==> config.mk <==
export PLATFORM = sky130hd
export DESIGN_NAME = wiredpanda_logic_bank
export DESIGN_NICKNAME = d
export VERILOG_FILES = /design/src/rtl/wiredpanda_logic_pkg.sv /design/src/rtl/wiredpanda_debounce.sv /design/src/rtl/wiredpanda_logic_bank.sv
export SDC_FILE = /design/constraint.sdc
export NUM_CORES = 1
export LEC_CHECK = 0
export CORE_MARGIN = 2
export CORE_UTILIZATION = 50
export CTS_CLUSTER_SIZE = 14
export DETAILED_ROUTE_END_ITERATION = 10
export GPL_TIMING_DRIVEN = 0
export PLACE_DENSITY = 0.72
export SETUP_SLACK_MARGIN = 0.4
export SLEW_MARGIN = 25
export SYNTH_ARGS = -nofsm -noshare
export SYNTH_HDL_FRONTEND = slang
export SYNTH_HIERARCHICAL = 1
export SYNTH_SLANG_ARGS = --single-unit
==> constraint.sdc <==
create_clock -name clk -period 1.44 [get_ports clk]
set_input_delay 0.288 -clock clk [delete_from_list [all_inputs] [get_ports clk]]
set_output_delay 0.288 -clock clk [all_outputs]
set_load 0.03 [all_outputs]
==> src/rtl/wiredpanda_logic_pkg.sv <==
// Shared types and helpers for the push-button gate bank: mode encoding,
// mode advance and the per-channel gate function.
package wiredpanda_logic_pkg;

    typedef enum logic [1:0] {
        MODE_AND   = 2'd0,
        MODE_OR    = 2'd1,
        MODE_XOR   = 2'd2,
        MODE_NOT_A = 2'd3
    } mode_e;

    // Wraps NOT_A back to AND through the natural 2-bit overflow.
    function automatic mode_e next_mode(input mode_e m);
        return mode_e'(m + 2'd1);
    endfunction

    function automatic logic gate_eval(input mode_e m, input logic a, input logic b);
        case (m)
            MODE_AND:   gate_eval = a & b;
            MODE_OR:    gate_eval = a | b;
            MODE_XOR:   gate_eval = a ^ b;
            MODE_NOT_A: gate_eval = ~a;
            default:    gate_eval = 1'b0;
        endcase
    endfunction

endpackage

==> src/rtl/wiredpanda_debounce.sv <==
// Two-flop synchroniser plus counting debouncer for WIDTH raw buttons.
// o_rise is a registered one-cycle pulse following each 0->1 of o_stable.
module wiredpanda_debounce #(
    parameter int WIDTH           = 1,
    parameter int DEBOUNCE_CYCLES = 16
) (
    input  logic             clk,
    input  logic             rst,
    input  logic [WIDTH-1:0] i_raw,
    output logic [WIDTH-1:0] o_stable,
    output logic [WIDTH-1:0] o_rise
);
    localparam int CNT_W = $clog2(DEBOUNCE_CYCLES);

    logic [WIDTH-1:0] r_sync1, r_sync2, r_stable, r_stable_d, r_rise;
    logic [CNT_W-1:0] r_cnt [WIDTH];

    always_ff @(posedge clk) begin
        if (rst) begin
            r_sync1    <= '0;
            r_sync2    <= '0;
            r_stable   <= '0;
            r_stable_d <= '0;
            r_rise     <= '0;
            for (int i = 0; i < WIDTH; i++) r_cnt[i] <= '0;
        end else begin
            r_sync1    <= i_raw;
            r_sync2    <= r_sync1;
            r_stable_d <= r_stable;
            r_rise     <= r_stable & ~r_stable_d;
            // Any sample matching the accepted level restarts the run.
            for (int i = 0; i < WIDTH; i++) begin
                if (r_sync2[i] == r_stable[i]) begin
                    r_cnt[i] <= '0;
                end else if (r_cnt[i] == CNT_W'(DEBOUNCE_CYCLES - 1)) begin
                    r_stable[i] <= r_sync2[i];
                    r_cnt[i]    <= '0;
                end else begin
                    r_cnt[i] <= r_cnt[i] + 1'b1;
                end
            end
        end
    end

    assign o_stable = r_stable;
    assign o_rise   = r_rise;

endmodule

==> src/rtl/wiredpanda_logic_bank.sv <==
// Bank of debounced two-input gate channels with a shared mode button that
// advances the gate function of the channel picked by mode_sel.
module wiredpanda_logic_bank
    import wiredpanda_logic_pkg::*;
#(
    parameter int CHANNELS        = 4,
    parameter int DEBOUNCE_CYCLES = 16,
    parameter int SEL_W           = (CHANNELS > 1) ? $clog2(CHANNELS) : 1
) (
    input  logic                  clk,
    input  logic                  rst,
    input  logic [CHANNELS-1:0]   input_a,
    input  logic [CHANNELS-1:0]   input_b,
    input  logic                  input_mode_btn,
    input  logic [SEL_W-1:0]      mode_sel,
    output logic [CHANNELS-1:0]   output_led,
    output logic [2*CHANNELS-1:0] output_mode,
    output logic                  output_mode_event
);
    localparam int NB = 2*CHANNELS + 1;

    logic [NB-1:0]       w_raw, w_stable, w_rise;
    logic [CHANNELS-1:0] w_a, w_b;
    logic                w_press, w_sel_ok, w_unused_rise;

    // Bit layout: A lanes low, B lanes next, mode button on top.
    assign w_raw = {input_mode_btn, input_b, input_a};

    wiredpanda_debounce #(
        .WIDTH          (NB),
        .DEBOUNCE_CYCLES(DEBOUNCE_CYCLES)
    ) u_deb (
        .clk     (clk),
        .rst     (rst),
        .i_raw   (w_raw),
        .o_stable(w_stable),
        .o_rise  (w_rise)
    );

    assign w_a           = w_stable[CHANNELS-1:0];
    assign w_b           = w_stable[2*CHANNELS-1:CHANNELS];
    assign w_press       = w_rise[NB-1];
    assign w_unused_rise = ^w_rise[NB-2:0];
    assign w_sel_ok      = 32'(mode_sel) < CHANNELS;

    mode_e                r_mode [CHANNELS];
    logic [CHANNELS-1:0]  r_led;
    logic                 r_event;

    always_ff @(posedge clk) begin
        if (rst) begin
            r_led   <= '0;
            r_event <= 1'b0;
            for (int i = 0; i < CHANNELS; i++) r_mode[i] <= MODE_AND;
        end else begin
            r_event <= w_press && w_sel_ok;
            // LED samples the pre-update mode, so a same-cycle press lands one edge later.
            for (int i = 0; i < CHANNELS; i++) begin
                r_led[i] <= gate_eval(r_mode[i], w_a[i], w_b[i]);
                if (w_press && w_sel_ok && (mode_sel == SEL_W'(i)))
                    r_mode[i] <= next_mode(r_mode[i]);
            end
        end
    end

    for (genvar g = 0; g < CHANNELS; g++) begin : g_mode_out
        assign output_mode[2*g +: 2] = r_mode[g];
    end

    assign output_led        = r_led;
    assign output_mode_event = r_event;

endmodule

==> results of run 1 <==
-- worst max path at each step --
stage                                 start                end  cells after the start
after floorplan           u_deb/r_cnt[2][0]  u_deb/r_cnt[2][0]                      4
after global placement                  rst  u_deb/r_cnt[1][2]                      4
after detailed placement                rst  u_deb/r_cnt[1][2]                      4
after CTS                 u_deb/r_cnt[6][0]  u_deb/r_cnt[6][3]                      4
after global routing      u_deb/r_cnt[6][1]  u_deb/r_cnt[6][3]                      4
final                     u_deb/r_cnt[6][1]  u_deb/r_cnt[6][3]                      4
-- layer usage --
| layer | wire (µm) | share of wire [%] |
|---|---|---|
| met1 | 2840 | 42 |
| met2 | 3538 | 52 |
| met3 | 215 | 3.2 |
| met4 | 214 | 3.1 |
| met5 | 0 | 0 |
-- critical path, cell delays in order, from the launching register on --
cell and delay [ns]:
edfxtp_1 0.40, ha_2 0.21, and3_4 0.18, or3_4 0.39
nor2_1 0.12
-- what timing repair did --
item | 4_1_cts | 5_1_grt
setup endpoints to repair | 98 | 74
resized for setup | 157 | 41
pin swaps | 30 | 16
setup buffers | 38 | 5
-- report_power, final --
group	switching (µW)	internal, µW
sequential	55.7	2430
clock	759	672
combinational	214	221
total	1030	3330
-- placed cells by master (no fill, tap or decap), drive strengths merged, types with 9 or more instances in the layout --
cell type / n
dfxtp: 34
inv: 35
xor2: 19
ha: 33
buf: 62
conb: 36
nand3: 14
nor2: 40
edfxtp: 44
nor2b: 21
mux2i: 9
clkdlybuf4s50: 9
clkbuf: 16
-- cell type report --
class	count	area (µm²)	area share (%)
clock inverters	2	11.26	0.2214
inverters	35	153.9	3.026
plain buffers	6	51.30	1.009
multi-input cells	226	1934	38.03
repair buffers	68	649.4	12.77
well taps	99	123.9	2.435
flip-flops and latches	78	2009	39.51
clock buffers	14	152.6	3.001
-- metrics by stage --
step	hold slack [ns]	cell area [µm²]	util (%)	power, µW
after global placement	0.3780	4208	58.96	2824
after CTS	0.3839	4937	69.18	4335
final	0.3640	5086	71.27	4355
after global routing	0.3550	5086	71.27	4537
after detailed placement	0.3830	4208	58.96	2833
after floorplan	0.3674	3834	-	2720
-- sequential cells by signal (all words and copies together), names as in the netlist --
name               count
u_deb/r_stable_d       1
output_led             4
u_deb/o_rise           1
u_deb/r_sync1          9
u_deb/r_cnt           36
u_deb/o_stable         9
r_mode                 8
u_deb/r_sync2          9
output_mode_event      1
==> results.md, run 1 <==
* WL final at 6.809 mm
* CTS tree: yes
* WL/cell at 12.90 µm
* Clock slew at reported path FFs at 0.09 ns
* Cell Pwr Density at 856.2 mW/mm²
* Min Tclk post-route at around 1.4 ns
* Cell count of the worst hold path at 3
* HP Class: primary input to flop
* Post-placement cell count at 469
* Final Cycle Share at 99.72%
* CTS root buf: clkbuf_8
* Die W at 89.38 µm
* Vias per cell at about 4.6
* Layout net count at 470
* Final Non-Filler Cells at about 530
* Share of cells above drive strength 1 at 38.23%
* GRT met1 Usage at a little over 20%
* Ys Warns at 6
* Row cnt at 31
* IO buf count at 25
* Mean Syn Cell Area at 11.76 µm²
* Worst Setup End Kind: flop
* Vias in the first global route at between 2000 and 2500
* Worst Path Required at ~1.6 ns
* Initial antenna violation count at 0
* Mapped Area at approximately 0.0036 mm²
* Status: completed
* HP Start: rst
* H-tree depth at 3
* Unrepaired setup endpoints after global routing: true
* Longest Clk Path Bufs at 2
* Setup TNS at 0 ns
* Total global routing track utilization at between 10% and 20%
* Die area at 0.007989 mm²
* Crit Reg-Reg Endpoint: u_deb/r_cnt[6][3]
* Largest net degree at the start of global routing at 13
* Dpl hpwl at 3.984 mm
* DRT Pass-1 Iters at 4
* Crit Path Max Fanout at 4
* Hold-fix buffers, CTS at 0
* Cts bufs inserted at 9
* Crit path arrival time at 1.63 ns
* Clock Skew at between 0.01 and 0.015 ns
* Worst reg-to-reg setup slack at 0.004 ns
* Crit start category: flop
* Final setup viols at 0
* Max frequency at 0.6964 GHz
* Hold path endpoint: output_led[2]
* Worst r2r path cells at 4
* Layout area overhead at 39.55%
* Vias at 2443
* Boundary Pins at 26
* Remaining Overflow, GRT at 0
* Synth Instances at 310
* Remaining DRCs at 0
* Fin. Hold Viols at 0
* First-pass GRT wire length at ~11 mm
* Pre-CTS worst setup slack at -0.5489 ns
* Core ar. at 0.007137 mm²
* Die Y at slightly below 90 µm
* Fillers at 534
* GR Util met3 at 3.786%
* Max-slew violations at 0
* Initial core utilization at 51.07%
* Worst r2r src: u_deb/r_cnt[6][1]
* Worst-Skew Late Latency at around 0.35 ns
* N_diodes at 0
* Final ANT Viol Nets at 0
* Most Crowded Layer GR: met2
* Initial DRC count at 58
* GR Util met2 at 31.72%
* Cell leakage power at 0.002139 µW
* Crit path kind: flop to flop
* Clock sinks at between 70 and 80
* Min setup slack post-route at 0.004004 ns
* GP Congestion at 0.7360
* Max Cap Viol at 0
* Max IR drop VDD at 0.5950 mV
Power figures use the tool's default switching activity.
==> inputs of run 2 (changes only) <==
--- a/config.mk
+++ b/config.mk
@@ -10,6 +10,7 @@
 export CTS_CLUSTER_SIZE = 14
 export DETAILED_ROUTE_END_ITERATION = 10
+export DONT_BUFFER_PORTS = 1
 export GPL_TIMING_DRIVEN = 0
-export PLACE_DENSITY = 0.72
+export PLACE_DENSITY = 0.68
 export SETUP_SLACK_MARGIN = 0.4
 export SLEW_MARGIN = 25
==> constraint.sdc (replaced) <==
create_clock -name clk -period 1.44 [get_ports clk]
set_input_delay 0.288 -clock clk [delete_from_list [all_inputs] [get_ports clk]]
set_output_delay 0.288 -clock clk [all_outputs]
set_load 0.1 [all_outputs]
==> run 2 against run 1 <==
  * The flow now finishes with violations (setup timing)
  * Sequential power up 4%
  * Fmax fell by 24%
  * Utilization shrank 7.9 points
  * Combinational power fell by 35%
  * Non-clock buffer count shrank 44
  * Setup slack worse by 0.44 ns
  * Critical path depth is 1 lower
  * Die area stayed put
  * Global-route usage is 1.6 points lower
  * Clock skew shrank 0.0067 ns
  * Count of clock-buffer cells in the layout down 3
  * Critical path type unchanged
  * Largest cell class unchanged
  * Largest power group unchanged
  * Highest routed layer unchanged
==> results.md, run 2 (same netlist as run 1, synthesis figures left out) <==
* Cell leakage power at 0.001897 µW (-11%)
* CTS root buf: clkbuf_8
* Clock slew at reported path FFs at 0.08 ns (about the same)
* Worst path top cell family by delay: flip-flops
* Initial core utilization at 51.07% (unchanged)
* Max Cap Viol at 0 (unchanged)
* DRT Pass-1 Iters at 4 (unchanged)
* Min setup slack post-route at -0.4388 ns (-0.4428 ns)
* Total global routing track utilization at 16.51% (-1.6 points)
* Die area at 0.007989 mm² (unchanged)
* Boundary Pins at 26 (unchanged)
* Remaining DRCs at 0 (unchanged)
* Failing checks: setup timing
* Final Cycle Share at 130.5% (+31 points)
* Max IR drop VDD at 0.6850 mV (+15%)
* Crit path arrival time at 1.98 ns (+0.35 ns)
* Final setup viols at 19 (+19)
* H-tree depth at 3 (unchanged)
* Row cnt at 31 (unchanged)
* HP Class: primary input to flop
* Cts bufs inserted at 9 (unchanged)
* First-pass GRT wire length at 9.887 mm (-6.3%)
* Cell Pwr Density at 939.3 mW/mm² (+9.7%)
* Overall power at 4248 µW (-2.4%)
* Clock Skew at 0.008090 ns (-0.006715 ns)
* Worst Path Required at 1.54 ns (-0.10 ns)
* CP bufs+invs at 1 (+1)
* Vias at 2263 (-7.4%)
* Fillers at 592 (+11%)
* Clock sinks at 78 (unchanged)
* Core ar. at 0.007137 mm² (unchanged)
* Worst Setup End Kind: flop
* WL final at 6.031 mm (-11%)
* Status: finished, violations left
* Hold-fix buffers, CTS at 0 (unchanged)
* Register bank with the most flops: u_deb/r_cnt
* Final ANT Viol Nets at 0 (unchanged)
* Multi-input gate area at 0.001849 mm² (-4.4%)
* Remaining Overflow, GRT at 0 (unchanged)
* GP Congestion at 0.7203 (-2.1%)
* Crit path kind: flop to flop
* Largest net degree at the start of global routing at 14 (+1)
* Longest Clk Path Bufs at 2 (unchanged)
* Most frequent cells in the layout: edfxtp_1, conb_1, nor2_1, dfxtp_1, inv_1
* Layout net count at 426 (-9.4%)
* Max-slew violations at 0 (unchanged)
* Worst path cell trace: inv_2, ha_4, and3_4
* Fin. Hold Viols at 0 (unchanged)
* Unrepaired setup endpoints after global routing: true
* Dpl hpwl at 4.114 mm (+3.3%)
* Pre-CTS worst setup slack at -0.5601 ns (-0.01114 ns)
* Slew margin rel. at 28.38%
* Initial DRC count at 50 (-14%)
* Initial antenna violation count at 0 (unchanged)
* Crit Path Max Fanout at 4 (unchanged)
* Min Tclk post-route at 1.879 ns (+0.4428 ns)
* Max reg flops at 36 (unchanged)
* Setup TNS at -5.413 ns (-5.413 ns)
* Max frequency at 0.5323 GHz (-24%)
* Layout area overhead at 24.10%
* Worst Tran Pin Value at 1.074 ns
* WL/cell at 12.46 µm (-3.4%)
* CP peak stage delay at 1.03 ns (+0.63 ns)
* Vias in the first global route at 2226 (-7.4%)
* Worst path slowest cell: edfxtp_1
* FF+latch area at 0.002018 mm² (+0.44%)
* Crit start category: flop
* N_diodes at 0 (unchanged)
* Die W at 89.38 µm (unchanged)
* CTS tree: yes
* Commonest non-fill, non-tap cell in the layout: edfxtp_1
* IO buf count at 0 (-100%)
* Die Y at 89.38 µm (unchanged)
* Worst-Skew Late Latency at 0.34 ns (about the same)
* Share of cells above drive strength 1 at 31.69% (-6.5 points)
* Vias per cell at 4.676 (+1.1%)
==> run 2: cell count changes in the layout (fill, tap and decap cells not counted), sizes merged <==
cell,before,now
dlygate4sd2,1,0
clkdlybuf4s50,9,0
clkinvlp,1,0
buf,62,29
clkbuf,16,12
clkinv,1,5
==> run 2: worst paths after layout <==
| kind | to | slack (ns) | start | cells after the start |
|---|---|---|---|---|
| setup reg to reg | r_mode[1][1] | -0.44 | r_mode[1][0] | 3 |
| setup / recovery | r_mode[1][1] | -0.44 | r_mode[1][0] | 3 |
| hold / removal | u_deb/r_sync1[6] | 0.07 | input_b[2] | 1 |
| hold reg to reg | u_deb/o_rise[8] | 0.41 | u_deb/r_stable_d[8] | 1 |
==> run 2: worst reg2reg max path, stage by stage, from the launching register on <==
cell and delay [ns]:
edfxtp_1 1.03, inv_2 0.20, ha_4 0.28, and3_4 0.14
==> run 2: cell type report <==
type	count	area share, %
buffer	6	0.9405
clock buffer	11	2.905
clock inverter	5	0.6086
inverter	35	2.905
multi-input combinational	226	40.89
sequential	78	44.62
tap	99	2.739
timing repair buffer	24	4.398
==> run 2: stage by stage <==
step | hold slack, ns | std cells | area, µm² | utilization, %
global route | 0.06791 | 484 | 4523 | 63.38
detailed placement | 0.4007 | 444 | 4001 | 56.07
finish | 0.07454 | 484 | 4523 | 63.38
CTS | 0.05714 | 477 | 4330 | 60.68
floorplan | 0.3674 | 345 | 3877 | -
global placement | 0.3933 | 444 | 4001 | 56.07
==> run 2: layer usage <==
| layer | vias to the layer above | global-route usage [%] | wire (µm) |
|---|---|---|---|
| li1 | 1147 | - | - |
| met1 | 1077 | 20.20 | 2648 |
| met2 | 28 | 27.00 | 3008 |
| met3 | 11 | 4.617 | 231 |
| met4 | 0 | 7.734 | 143 |
| met5 | - | 0 | 0 |
==> run 2: power breakdown <==
group	total, µW	leakage (µW)	switching (µW)	internal (µW)
logic	281	0.00108	142	139
clock network	1380	0.0000845	768	616
registers	2580	0.000736	156	2430
==> run 2: what timing repair did <==
item                                   in CTS  in global routing
buffers inserted                           17                  7
endpoints found under the hold margin       0                  0
setup endpoints to repair                  70                 72
gates resized for setup                    16                 31
pin swaps                                  14                  8
